===== src/rtl/fx_pkg.sv =====
// Shared definitions for the fx register bus arbiter: bus widths, FSM states
// and master identifiers.
package fx_pkg;

  localparam int FX_AW = 22;
  localparam int FX_DW = 8;

  typedef enum logic [1:0] {
    ST_IDLE    = 2'd0,
    ST_ISSUE   = 2'd1,
    ST_WAIT_RD = 2'd2,
    ST_ACK     = 2'd3
  } fx_state_e;

  localparam logic M_UART = 1'b0;
  localparam logic M_HOST = 1'b1;

endpackage


===== src/rtl/fx_arb2_rr.sv =====
// Two-request round-robin picker. On a tie the master that did not win last
// time is chosen; the pointer only moves when a grant is actually issued.
module rr_arb2
  import fx_pkg::*;
(
  input  logic       clk,
  input  logic       rst,
  input  logic [1:0] req,
  input  logic       en,
  output logic [1:0] gnt
);

  logic last_q, last_d;
  logic pick;

  always_comb begin
    gnt  = 2'b00;
    pick = M_UART;
    if (en && (req != 2'b00)) begin
      if (req == 2'b11) pick = ~last_q;
      else              pick = req[1];
      gnt = pick ? 2'b10 : 2'b01;
    end
    last_d = (gnt != 2'b00) ? pick : last_q;
  end

  // Pointer starts at the host so the UART path wins the first tie
  always_ff @(posedge clk) begin
    if (rst) last_q <= M_HOST;
    else     last_q <= last_d;
  end

endmodule


===== src/rtl/fx_arb2.sv =====
// Two-master arbiter/sequencer for the fx register bus: serialises single-byte
// reads and writes, waits a fixed read latency and returns data with an ack.
module fx_arb2
  import fx_pkg::*;
#(
  parameter int AW     = FX_AW,
  parameter int DW     = FX_DW,
  parameter int RD_LAT = 2
) (
  input  logic          clk_sys,
  input  logic          rst,
  input  logic          m0_req,
  input  logic          m0_we,
  input  logic [AW-1:0] m0_addr,
  input  logic [DW-1:0] m0_wdata,
  output logic          m0_ack,
  output logic [DW-1:0] m0_rdata,
  input  logic          m1_req,
  input  logic          m1_we,
  input  logic [AW-1:0] m1_addr,
  input  logic [DW-1:0] m1_wdata,
  output logic          m1_ack,
  output logic [DW-1:0] m1_rdata,
  output logic          fx_wr,
  output logic [AW-1:0] fx_waddr,
  output logic [DW-1:0] fx_data,
  output logic          fx_rd,
  output logic [AW-1:0] fx_raddr,
  input  logic [DW-1:0] fx_q,
  output logic          busy,
  output logic          gnt_id
);

  localparam logic [3:0] LAT_LOAD = 4'(RD_LAT - 1);

  fx_state_e     state_q, state_d;
  logic [3:0]    cnt_q, cnt_d;
  logic          cmd_we_q, cmd_we_d;
  logic          gnt_id_q, gnt_id_d;
  logic          busy_q, busy_d;
  logic          fx_wr_q, fx_wr_d, fx_rd_q, fx_rd_d;
  logic [AW-1:0] fx_waddr_q, fx_waddr_d, fx_raddr_q, fx_raddr_d;
  logic [DW-1:0] fx_data_q, fx_data_d;
  logic          m0_ack_q, m0_ack_d, m1_ack_q, m1_ack_d;
  logic [DW-1:0] m0_rdata_q, m0_rdata_d, m1_rdata_q, m1_rdata_d;

  logic [1:0]    gnt;
  logic          arb_en;
  logic          sel_we;
  logic [AW-1:0] sel_addr;
  logic [DW-1:0] sel_wdata;

  assign arb_en = (state_q == ST_IDLE);

  rr_arb2 u_rr (
    .clk (clk_sys),
    .rst (rst),
    .req ({m1_req, m0_req}),
    .en  (arb_en),
    .gnt (gnt)
  );

  always_comb begin
    sel_we     = gnt[1] ? m1_we    : m0_we;
    sel_addr   = gnt[1] ? m1_addr  : m0_addr;
    sel_wdata  = gnt[1] ? m1_wdata : m0_wdata;

    state_d    = state_q;
    cnt_d      = cnt_q;
    cmd_we_d   = cmd_we_q;
    gnt_id_d   = gnt_id_q;
    fx_wr_d    = 1'b0;
    fx_rd_d    = 1'b0;
    fx_waddr_d = fx_waddr_q;
    fx_raddr_d = fx_raddr_q;
    fx_data_d  = fx_data_q;
    m0_ack_d   = 1'b0;
    m1_ack_d   = 1'b0;
    m0_rdata_d = m0_rdata_q;
    m1_rdata_d = m1_rdata_q;

    // Strobes and bus fields are loaded at grant so they appear in the ISSUE cycle
    unique case (state_q)
      ST_IDLE: begin
        if (gnt != 2'b00) begin
          gnt_id_d = gnt[1];
          cmd_we_d = sel_we;
          state_d  = ST_ISSUE;
          if (sel_we) begin
            fx_wr_d    = 1'b1;
            fx_waddr_d = sel_addr;
            fx_data_d  = sel_wdata;
          end else begin
            fx_rd_d    = 1'b1;
            fx_raddr_d = sel_addr;
          end
        end
      end
      ST_ISSUE: begin
        if (cmd_we_q) begin
          m0_ack_d = (gnt_id_q == M_UART);
          m1_ack_d = (gnt_id_q == M_HOST);
          state_d  = ST_ACK;
        end else begin
          cnt_d   = LAT_LOAD;
          state_d = ST_WAIT_RD;
        end
      end
      ST_WAIT_RD: begin
        if (cnt_q == 4'd0) begin
          if (gnt_id_q == M_HOST) m1_rdata_d = fx_q;
          else                    m0_rdata_d = fx_q;
          m0_ack_d = (gnt_id_q == M_UART);
          m1_ack_d = (gnt_id_q == M_HOST);
          state_d  = ST_ACK;
        end else begin
          cnt_d = cnt_q - 4'd1;
        end
      end
      ST_ACK:  state_d = ST_IDLE;
      default: state_d = ST_IDLE;
    endcase

    busy_d = (state_d != ST_IDLE);
  end

  always_ff @(posedge clk_sys) begin
    if (rst) begin
      state_q    <= ST_IDLE;
      cnt_q      <= 4'd0;
      cmd_we_q   <= 1'b0;
      gnt_id_q   <= M_UART;
      busy_q     <= 1'b0;
      fx_wr_q    <= 1'b0;
      fx_rd_q    <= 1'b0;
      fx_waddr_q <= '0;
      fx_raddr_q <= '0;
      fx_data_q  <= '0;
      m0_ack_q   <= 1'b0;
      m1_ack_q   <= 1'b0;
      m0_rdata_q <= '0;
      m1_rdata_q <= '0;
    end else begin
      state_q    <= state_d;
      cnt_q      <= cnt_d;
      cmd_we_q   <= cmd_we_d;
      gnt_id_q   <= gnt_id_d;
      busy_q     <= busy_d;
      fx_wr_q    <= fx_wr_d;
      fx_rd_q    <= fx_rd_d;
      fx_waddr_q <= fx_waddr_d;
      fx_raddr_q <= fx_raddr_d;
      fx_data_q  <= fx_data_d;
      m0_ack_q   <= m0_ack_d;
      m1_ack_q   <= m1_ack_d;
      m0_rdata_q <= m0_rdata_d;
      m1_rdata_q <= m1_rdata_d;
    end
  end

  assign fx_wr    = fx_wr_q;
  assign fx_rd    = fx_rd_q;
  assign fx_waddr = fx_waddr_q;
  assign fx_raddr = fx_raddr_q;
  assign fx_data  = fx_data_q;
  assign m0_ack   = m0_ack_q;
  assign m1_ack   = m1_ack_q;
  assign m0_rdata = m0_rdata_q;
  assign m1_rdata = m1_rdata_q;
  assign busy     = busy_q;
  assign gnt_id   = gnt_id_q;

endmodule


===== config.mk =====
export PLATFORM = sky130hd
export DESIGN_NAME = fx_arb2
export DESIGN_NICKNAME = d
export VERILOG_FILES = /design/src/rtl/fx_pkg.sv /design/src/rtl/fx_arb2_rr.sv /design/src/rtl/fx_arb2.sv
export SDC_FILE = /design/constraint.sdc
export NUM_CORES = 1
export LEC_CHECK = 0
export BUFFER_PORTS_ARGS = -buffer_cell sky130_fd_sc_hd__buf_2
export CORE_MARGIN = 2
export CORE_UTILIZATION = 35
export DETAILED_ROUTE_END_ITERATION = 7
export PLACE_DENSITY_LB_ADDON = 0.2
export SLEW_MARGIN = 20
export SYNTH_ARGS = -nofsm -noshare
export SYNTH_HDL_FRONTEND = slang
export SYNTH_HIERARCHICAL = 1
export SYNTH_SLANG_ARGS = --single-unit
export TNS_END_PERCENT = 1

===== constraint.sdc =====
create_clock -name clk_sys -period 3.41 [get_ports clk_sys]
set_input_delay 0.682 -clock clk_sys [delete_from_list [all_inputs] [get_ports clk_sys]]
set_output_delay 0.682 -clock clk_sys [all_outputs]
set_load 0.02 [all_outputs]

==> tab_implementation.tex, run 1 <==
\begin{tabular}{lr}
\hline
Metric & Value \\
\hline
\multicolumn{2}{l}{\textbf{Synth}} \\
\quad Share of synthesized flip-flops with an asynchronous set or reset & 0\% \\
\quad Most area-consuming cells after synthesis & sky130\_fd\_sc\_hd\_\_dfxtp\_1 45\%, sky130\_fd\_sc\_hd\_\_a221oi\_1 7.4\%, sky130\_fd\_sc\_hd\_\_mux2i\_1 6.0\% \\
\quad Most common cell in the synthesized netlist & sky130\_fd\_sc\_hd\_\_dfxtp\_1 \\
\quad Synthesized flop and latch total & 82 \\
\quad Top cells by instance count after synthesis & 82 x sky130\_fd\_sc\_hd\_\_dfxtp\_1, 39 x sky130\_fd\_sc\_hd\_\_inv\_1, 31 x sky130\_fd\_sc\_hd\_\_a221oi\_1 \\
\quad Synth Warn \# & 6 \\
\quad Number of standard cells after synthesis & 401 \\
\quad Seq/Total Area, Yosys & about 45\% \\
\quad Average cell area after synthesis & 9.16 um\^{}2 \\
\quad Cell Area, Synth & around 3700 um\^{}2 \\
\quad Share of the synthesized area in the top cell type & 44.7\% \\
\quad Number of distinct library cells after synthesis & 41 \\
\quad Count of flip-flops with a built-in enable after synthesis & 0 \\
\quad Top FF cell, synth & sky130\_fd\_sc\_hd\_\_dfxtp\_1 \\
\quad Biggest area consumer among synthesized cells & sky130\_fd\_sc\_hd\_\_dfxtp\_1 \\
\quad Net count of the mapped netlist & 481 \\
\multicolumn{2}{l}{\textbf{Drt}} \\
\quad DRC viols & 0 \\
\quad Total wire length after detailed routing & 10,100 um \\
\quad Average vias per placed instance & $\sim$5 \\
\quad Post-detailed-route count of antenna-violating nets & 0 \\
\quad Number of design-rule violations left by the first detailed-router iteration & 213 \\
\quad Via count & 3,412 \\
\quad Router iterations before antenna repair & 7 \\
\quad Mean routed wirelength per cell & 15.0 um \\
\multicolumn{2}{l}{\textbf{Hold path}} \\
\quad Hold Startpoint & fx\_waddr[7]\$\_SDFFE\_PP0P\_ \\
\quad Cell depth of the worst hold path & 2 \\
\quad Worst min-delay path endpoint & fx\_waddr[7]\$\_SDFFE\_PP0P\_ \\
\quad Class of the worst hold path & reg -> reg \\
\multicolumn{2}{l}{\textbf{Worst setup path}} \\
\quad Highest fanout seen on the critical path & 23 \\
\quad Worst-path cell chain & inv\_1, ha\_1, nand2\_1, a21oi\_4, inv\_1, o2bb2ai\_2, a221oi\_1 \\
\quad Crit path launch type & flip-flop \\
\quad Max stage delay on crit path & 0.89 ns \\
\quad RR Startpoint & state\_q[0]\$\_SDFF\_PP0\_ \\
\quad Category of the worst setup path capture point & flip-flop \\
\quad Flop2flop setup slack & 0.69 ns \\
\quad Type of the setup path with the least slack & reg -> reg \\
\quad Length in cells of the worst reg-to-reg path & 7 \\
\quad Reg2Reg Capture Point & cmd\_we\_q\$\_SDFFE\_PP0N\_ \\
\quad Endpoint required time on the critical path & 3.59 ns \\
\quad Slowest CP cell & sky130\_fd\_sc\_hd\_\_o2bb2ai\_2 \\
\quad CP dominant cell by count & sky130\_fd\_sc\_hd\_\_inv\_1 \\
\quad Arrival time of the worst setup path & 2.90 ns \\
\multicolumn{2}{l}{\textbf{Power}} \\
\quad VDD IR max & $\sim$290 uV \\
\quad Total power after layout & 3.82 mW \\
\quad Power per Cell Area & 817 nW/um\^{}2 \\
\quad Leak pwr & 2.04 nW \\
\multicolumn{2}{l}{\textbf{Placed design}} \\
\quad Worst setup timing slack at the placement stage & 0.701 ns \\
\quad Post-detailed-placement cell area & between 4000 and 5000 um\^{}2 \\
\quad Placer congestion estimate & 0.785 \\
\quad Quantity of I/O buffers inserted on ports & about 150 \\
\quad Total half-perimeter wirelength after legalization and detailed placement & 6910 um \\
\multicolumn{2}{l}{\textbf{STA}} \\
\quad Fmax achieved & 0.368 GHz \\
\quad Hold Violations, Final & 0 \\
\quad Max transition margin & 27.2\% \\
\quad Number of setup violations in the final report & 0 \\
\quad Max Slew Vio Count & 0 \\
\quad Final worst-path setup slack & 0.695 ns \\
\quad RSZ-0062 raised after global routing & no \\
\quad Post-route clock period utilization & 79.6\% \\
\quad Minimum clock period & 2.72 ns \\
\quad Least-Margin Pin Slew & $\sim$1.1 ns \\
\quad Max Clock Skew & 0.0117 ns \\
\quad Post-route setup TNS & 0 ns \\
\multicolumn{2}{l}{\textbf{Global routing}} \\
\quad Via count of the first global-routing pass & 3,335 \\
\quad Total gr overflow & 0 \\
\quad Gr usage total & 17.9\% \\
\quad Antenna violations before repair & 0 \\
\quad Maximum number of pins on one net before global-route repair & 44 \\
\quad Wire length of the first global-routing pass & roughly 16,000 um \\
\multicolumn{2}{l}{\textbf{Clock network}} \\
\quad CTS root buffer & sky130\_fd\_sc\_hd\_\_clkbuf\_8 \\
\quad Cts bufs inserted & 9 \\
\quad TritonCTS Sinks & 82 \\
\quad Clock tree buffer depth & 2 \\
\quad Clock insertion delay at the later pin of the skew report & $\sim$0.35 ns \\
\quad Hold bufs inserted after CTS & 0 \\
\quad Number of gates given a new drive strength after cts & 0 \\
\quad \# Post-CTS Setup Buffers & 0 \\
\quad Clock slew at the register clock pins of the worst setup and hold paths & 0.09 ns \\
\quad CTS tree & done \\
\quad H-tree levels & 3 \\
\multicolumn{2}{l}{\textbf{Floorplan}} \\
\quad Horizontal die dimension & 106 um \\
\quad Die height & 106 um \\
\quad Number of I/O pins & 148 \\
\quad Initial Utilization & 35.7\% \\
\quad Cell Rows & 37 \\
\quad DIE AREA & 11,300 um\^{}2 \\
\quad Placeable core region & 10,300 um\^{}2 \\
\multicolumn{2}{l}{\textbf{Finish}} \\
\quad Post-layout instance area & about 4700 um\^{}2 \\
\quad Fill cell total of the finished layout & 1,045 \\
\quad NumNets Final & 609 \\
\quad Share of post-route cells with drive strength above 1 & 33.3\% \\
\quad Antenna diode instance count & 0 \\
\quad Layout-stage area growth over the synthesis result & 27.3\% \\
\multicolumn{2}{l}{\textbf{Status}} \\
\quad Outcome & finished, final reports clean \\
\multicolumn{2}{l}{\textbf{Job}} \\
\quad Maximum capacitance violations & 0 \\
\hline
\end{tabular}
[flip-flops by register name, indices dropped and copies added, names as in the netlist]
signal and cells:
fx_raddr 22, fx_waddr 22, fx_data 8, m0_rdata 8
m1_rdata 8, cnt_q 4, state_q 2, busy 1
cmd_we_q 1, fx_rd 1, fx_wr 1, gnt_id 1
m0_ack 1, m1_ack 1, u_rr/last_q 1
[worst max-delay path: cells and delay by family (launching register included)]
family / cells / cell delay (ns)
AO/OA/AOI/OAI: 3 / 1.40
flip-flops: 1 / 0.35
buffers and inverters: 2 / 0.33
adder cells (fa/ha/maj): 1 / 0.32
AND/OR/NAND/NOR: 1 / 0.14
[cells by family (layout without fill, tap and decap cells)]
logic type	Yosys count	count (layout)	share of synthesized area, %
AO/OA/AOI/OAI	122	122	22.9
adder cells (fa/ha/maj)	6	6	2.04
buffers and inverters	75	208	9.33
flip-flops	82	82	44.7
multiplexers	22	22	5.99
AND/OR/NAND/NOR	94	94	15.1
[cell type report]
cell class	instances	area (um^2)	area share (%)
timing repair buffer	153	793	17.0
tap	136	170	3.64
multi-input combinational	244	1710	36.6
inverter	39	146	3.13
sequential	82	1640	35.1
clock buffer	10	138	2.94
clock inverter	6	73.8	1.58
[how the worst max path moves through the flow]
stage,to,startpoint,cells after the start,slack [ns]
after CTS,cmd_we_q$_SDFFE_PP0N_,state_q[0]$_SDFF_PP0_,7,0.68
after global routing,cmd_we_q$_SDFFE_PP0N_,state_q[0]$_SDFF_PP0_,7,0.43
after floorplan,fx_data[0]$_SDFFE_PP0P_,state_q[0]$_SDFF_PP0_,8,1.36
after global placement,cmd_we_q$_SDFFE_PP0N_,state_q[0]$_SDFF_PP0_,7,0.76
after detailed placement,cmd_we_q$_SDFFE_PP0N_,state_q[0]$_SDFF_PP0_,7,0.70
final,cmd_we_q$_SDFFE_PP0N_,state_q[0]$_SDFF_PP0_,7,0.69
[stage by stage]
stage,utilization [%],hold slack [ns],instances
2_1_floorplan,-,0.467,401
3_3_place_gp,43.4,0.452,654
3_5_place_dp,43.4,0.461,654
4_1_cts,45.5,0.477,670
5_1_grt,45.5,0.490,670
6_report,45.5,0.471,670
[placed cells by master, fill, tap and decap left out, drive strengths merged, types with 2 or more instances in the layout]
master    instances
ha                6
clkbuf           10
buf             153
nor2              9
nand3            16
nor3             23
clkinvlp          2
nor2b             3
dfxtp            82
a211oi           24
o31ai             2
inv              41
a31oi             2
a221oi           31
a211o             2
nand2             6
a21boi            8
and2             23
mux2i            22
o21ai            27
and3b             2
a21oi            21
nand4             2
[power by group]
part | total [mW] | internal, mW | leakage, nW | switching (mW)
sequential | 1.37 | 1.21 | 0.670 | 0.159
clock | 0.745 | 0.367 | 0.101 | 0.378
combinational | 1.71 | 0.648 | 1.27 | 1.06
total | 3.82 | 2.22 | 2.04 | 1.60
[routing by layer]
| metal | track usage (%) | vias up | part of all wire, % |
|---|---|---|---|
| met1 | 23.7 | 1576 | 47 |
| met3 | 4.48 | 16 | 6.9 |
| met2 | 28.3 | 117 | 45 |
| met4 | 6.49 | 0 | 1.6 |
| met5 | 0 | - | 0 |
| li1 | - | 1703 | - |
Power figures use the tool's default switching activity.
==> inputs of run 2 (changes only) <==
--- a/config.mk
+++ b/config.mk
@@ -5,6 +5,7 @@
 export SDC_FILE = /design/constraint.sdc
 export NUM_CORES = 1
 export LEC_CHECK = 0
+export ABC_AREA = 1
 export BUFFER_PORTS_ARGS = -buffer_cell sky130_fd_sc_hd__buf_2
 export CORE_MARGIN = 2
 export CORE_UTILIZATION = 35
==> constraint.sdc (replaced) <==
create_clock -name clk_sys -period 2.38 [get_ports clk_sys]
set_input_delay 0.476 -clock clk_sys [delete_from_list [all_inputs] [get_ports clk_sys]]
set_output_delay 0.476 -clock clk_sys [all_outputs]
set_load 0.02 [all_outputs]
==> run 2 against run 1 <==
Against the previous run:
- sequential share of layout area rose by 1.5 points
- synthesized area fell by 6.3%
- cell count rose by 15%
- power rose by 39%
- routed wire length fell by 12%
- global-route usage fell by 0.59 points
- synthesized cell count rose by 23%
- first-iteration DRC count fell by 46%
- core utilization rose by 1.0 points
- largest cell class is now flip-flops and latches
- combinational power rose by 32%
- sequential power rose by 44%
==> tab_implementation.tex, run 2 <==
\begin{tabular}{lr}
\hline
Metric & Value \\
\hline
\multicolumn{2}{l}{\textbf{Clock network}} \\
\quad Hold bufs inserted after CTS & 0 \\
\quad Clock insertion delay at the later pin of the skew report & 0.35 ns \\
\quad \# Post-CTS Setup Buffers & 0 \\
\quad TritonCTS Sinks & 82 \\
\quad Clock tree buffer depth & 2 \\
\quad Clock slew at the register clock pins of the worst setup and hold paths & 0.08 ns \\
\quad H-tree levels & 3 \\
\quad CTS root buffer & sky130\_fd\_sc\_hd\_\_clkbuf\_8 \\
\quad Number of gates given a new drive strength after cts & 0 \\
\quad CTS tree & done \\
\quad Cts bufs inserted & 9 \\
\multicolumn{2}{l}{\textbf{Floorplan}} \\
\quad Horizontal die dimension & 103 um \\
\quad Initial Utilization & 35.7\% \\
\quad Number of I/O pins & 148 \\
\quad Placeable core region & around 9600 um\^{}2 \\
\quad DIE AREA & roughly 11,000 um\^{}2 \\
\quad Cell Rows & 36 \\
\quad Die height & 103 um \\
\multicolumn{2}{l}{\textbf{Finish}} \\
\quad NumNets Final & around 720 \\
\quad Count of placed standard cells in the final layout, fillers left out & 773 \\
\quad Most frequent cells in the layout & 180 x sky130\_fd\_sc\_hd\_\_nand2\_1, 147 x sky130\_fd\_sc\_hd\_\_buf\_2, 110 x sky130\_fd\_sc\_hd\_\_nor2\_1, 82 x sky130\_fd\_sc\_hd\_\_dfxtp\_1, 29 x sky130\_fd\_sc\_hd\_\_o21ai\_0 \\
\quad Post-layout instance area & 4480 um\^{}2 \\
\quad Antenna diode instance count & 0 \\
\quad Layout-stage area growth over the synthesis result & 30.2\% \\
\quad Most frequent standard cell in the layout excluding fill and tap cells & sky130\_fd\_sc\_hd\_\_nand2\_1 \\
\quad Post-layout utilization of the core & 46.5\% \\
\quad Share of post-route cells with drive strength above 1 & 28.0\% \\
\multicolumn{2}{l}{\textbf{STA}} \\
\quad Max transition margin & 67.0\% \\
\quad Post-route clock period utilization & 85.3\% \\
\quad RSZ-0062 raised after global routing & no \\
\quad Max Slew Vio Count & 0 \\
\quad Fin Hold WS & approximately 0.36 ns \\
\quad Number of setup violations in the final report & 0 \\
\quad Minimum clock period & $\sim$2.0 ns \\
\quad Least-Margin Pin Slew & around 0.5 ns \\
\quad Final worst-path setup slack & 0.349 ns \\
\quad Hold Violations, Final & 0 \\
\quad Fmax achieved & 0.492 GHz \\
\quad Max Clock Skew & approximately 0.0063 ns \\
\quad Post-route setup TNS & 0 ns \\
\multicolumn{2}{l}{\textbf{Synth}} \\
\quad Most area-consuming cells after synthesis & sky130\_fd\_sc\_hd\_\_dfxtp\_1 48\%, sky130\_fd\_sc\_hd\_\_nand2\_1 20\%, sky130\_fd\_sc\_hd\_\_nor2\_1 12\% \\
\quad Synth Area in XOR/XNOR & 0\% \\
\quad Combinational family with the most area after synthesis & simple AND/OR/NAND/NOR gates \\
\quad Top FF cell, synth & sky130\_fd\_sc\_hd\_\_dfxtp\_1 \\
\quad Synth Warn \# & 6 \\
\quad Top cells by instance count after synthesis & 180 x sky130\_fd\_sc\_hd\_\_nand2\_1, 110 x sky130\_fd\_sc\_hd\_\_nor2\_1, 82 x sky130\_fd\_sc\_hd\_\_dfxtp\_1 \\
\quad Average cell area after synthesis & about 7.0 um\^{}2 \\
\quad Post-synthesis compound-gate area fraction & 9.05\% \\
\quad Share of the synthesized area in the top cell type & between 40\% and 50\% \\
\quad Adder-cell area share of the yosys netlist & 2.18\% \\
\quad Count of flip-flops with a built-in enable after synthesis & 0 \\
\quad Most common cell in the synthesized netlist & sky130\_fd\_sc\_hd\_\_nand2\_1 \\
\quad Cell Area, Synth & 3440 um\^{}2 \\
\quad Number of distinct library cells after synthesis & 23 \\
\quad Simple logic cell fraction of the synthesized area & 34.6\% \\
\quad Number of standard cells after synthesis & 493 \\
\quad Synthesized flop and latch total & 82 \\
\quad Biggest area consumer among synthesized cells & sky130\_fd\_sc\_hd\_\_dfxtp\_1 \\
\quad Share of synthesized flip-flops with an asynchronous set or reset & 0\% \\
\quad Seq/Total Area, Yosys & 47.7\% \\
\quad Net count of the mapped netlist & around 570 \\
\quad Share of cell area taken by muxes after synthesis & 0\% \\
\multicolumn{2}{l}{\textbf{Drt}} \\
\quad Average vias per placed instance & 4.44 \\
\quad Mean routed wirelength per cell & 11.5 um \\
\quad Number of design-rule violations left by the first detailed-router iteration & 115 \\
\quad Router iterations before antenna repair & 4 \\
\quad Post-detailed-route count of antenna-violating nets & 0 \\
\quad Total wire length after detailed routing & around 8900 um \\
\quad Via count & 3,435 \\
\quad DRC viols & 0 \\
\multicolumn{2}{l}{\textbf{Placed design}} \\
\quad Total half-perimeter wirelength after legalization and detailed placement & 6410 um \\
\quad Worst setup timing slack at the placement stage & 0.298 ns \\
\quad Post-detailed-placement cell area & 4270 um\^{}2 \\
\quad Quantity of I/O buffers inserted on ports & between 100 and 150 \\
\quad Total placed cells including tap cells & 757 \\
\quad Placer congestion estimate & 0.829 \\
\multicolumn{2}{l}{\textbf{Power}} \\
\quad Leak pwr & roughly 2.5 nW \\
\quad Switch share & a little over two fifths \\
\quad Sw power & around 2.2 mW \\
\quad Total power after layout & 5.32 mW \\
\quad Power per Cell Area & 1190 nW/um\^{}2 \\
\quad Combinational group share of total power & a little over two fifths \\
\quad Share of total power in the clock network & roughly a fifth \\
\quad Power share of the sequential group & 37.1\% \\
\quad Internal Power & 3.09 mW \\
\quad VDD IR max & between 400 and 500 uV \\
\multicolumn{2}{l}{\textbf{Global routing}} \\
\quad Total gr overflow & 0 \\
\quad Wire length of the first global-routing pass & roughly 14,000 um \\
\quad Maximum number of pins on one net before global-route repair & 36 \\
\quad Gr usage total & about 17\% \\
\quad Via count of the first global-routing pass & $\sim$3,200 \\
\quad Antenna violations before repair & 0 \\
\multicolumn{2}{l}{\textbf{Worst setup path}} \\
\quad Reg2Reg Capture Point & fx\_waddr[0]\$\_SDFFE\_PP0P\_ \\
\quad Type of the setup path with the least slack & reg -> reg \\
\quad Length in cells of the worst reg-to-reg path & 10 \\
\quad Highest fanout seen on the critical path & 30 \\
\quad Crit path launch type & flip-flop \\
\quad RR Startpoint & state\_q[0]\$\_SDFF\_PP0\_ \\
\quad Arrival time of the worst setup path & $\sim$2.3 ns \\
\quad Category of the worst setup path capture point & flip-flop \\
\quad Flop2flop setup slack & 0.35 ns \\
\quad Endpoint required time on the critical path & 2.63 ns \\
\multicolumn{2}{l}{\textbf{Hold path}} \\
\quad Class of the worst hold path & in -> reg \\
\quad Hold Startpoint & fx\_q[6] \\
\quad Worst min-delay path endpoint & m1\_rdata[6]\$\_SDFFE\_PP0P\_ \\
\quad Cell depth of the worst hold path & 3 \\
\multicolumn{2}{l}{\textbf{Job}} \\
\quad Maximum capacitance violations & 0 \\
\multicolumn{2}{l}{\textbf{Status}} \\
\quad Outcome & finished, final reports clean \\
\hline
\end{tabular}
[run 2: changes by cell type after synthesis, sizes merged, moves of 3 or more]
cell / before / now
mux2i: 22 / 0
nor2: 9 / 113
a211oi: 24 / 1
a221oi: 31 / 0
a21boi: 8 / 0
a21oi: 21 / 3
clkbuf: 18 / 7
nand2: 6 / 183
nand3: 16 / 8
nor3: 23 / 0
o21ai: 27 / 51
and2: 23 / 0
inv: 39 / 22
nor2b: 3 / 0
[run 2: logic make-up after synthesis]
logic type      after synthesis
compound gates               56
flops                        82
simple gates                304
fa+ha+maj                     6
buf+inv                      45
[run 2: cell type report]
cell class | count | area (um^2)
fillers | 1029 | 5160
flip-flops and latches | 82 | 1640
multi-input cells | 366 | 1580
repair buffers | 154 | 801
well taps | 133 | 166
clock buffers | 11 | 131
inverters | 22 | 87.6
clock inverters | 5 | 78.8
[run 2: power by group through the flow]
stage | logic, mW | clock network (mW) | registers, mW
2_1_floorplan | 1.24 | 0 | 2.39
3_3_place_gp | 2.24 | 0 | 1.99
3_5_place_dp | 2.28 | 0 | 2.00
4_1_cts | 2.29 | 1.13 | 1.98
5_1_grt | 2.56 | 1.18 | 2.02
6_report | 2.26 | 1.09 | 1.97
[run 2: worst max path at each step]
stage / start / to / cells after the start
after floorplan: state_q[0]$_SDFF_PP0_ / fx_waddr[10]$_SDFFE_PP0P_ / 13
after global placement: state_q[0]$_SDFF_PP0_ / fx_waddr[4]$_SDFFE_PP0P_ / 10
after detailed placement: state_q[0]$_SDFF_PP0_ / fx_data[5]$_SDFFE_PP0P_ / 10
after CTS: state_q[0]$_SDFF_PP0_ / fx_data[5]$_SDFFE_PP0P_ / 10
after global routing: state_q[0]$_SDFF_PP0_ / fx_waddr[3]$_SDFFE_PP0P_ / 10
final: state_q[0]$_SDFF_PP0_ / fx_waddr[0]$_SDFFE_PP0P_ / 10
[run 2: layer usage]
| layer | track usage (%) | share of wire [%] |
|---|---|---|
| met1 | 21.7 | 45 |
| met2 | 28.2 | 45 |
| met3 | 4.64 | 8.5 |
| met4 | 7.49 | 1.6 |
| met5 | 0 | 0 |
[run 2: worst max-delay path: stages, from the launching register on]
cell and delay [ns]:
sky130_fd_sc_hd__dfxtp_1 0.33, sky130_fd_sc_hd__inv_1 0.12, sky130_fd_sc_hd__ha_1 0.23, sky130_fd_sc_hd__nand3_1 0.11
sky130_fd_sc_hd__inv_1 0.21, sky130_fd_sc_hd__inv_4 0.12, sky130_fd_sc_hd__o21ai_4 0.20, sky130_fd_sc_hd__nand2_2 0.10
sky130_fd_sc_hd__buf_4 0.23, sky130_fd_sc_hd__o21ai_0 0.20, sky130_fd_sc_hd__nor2_1 0.05
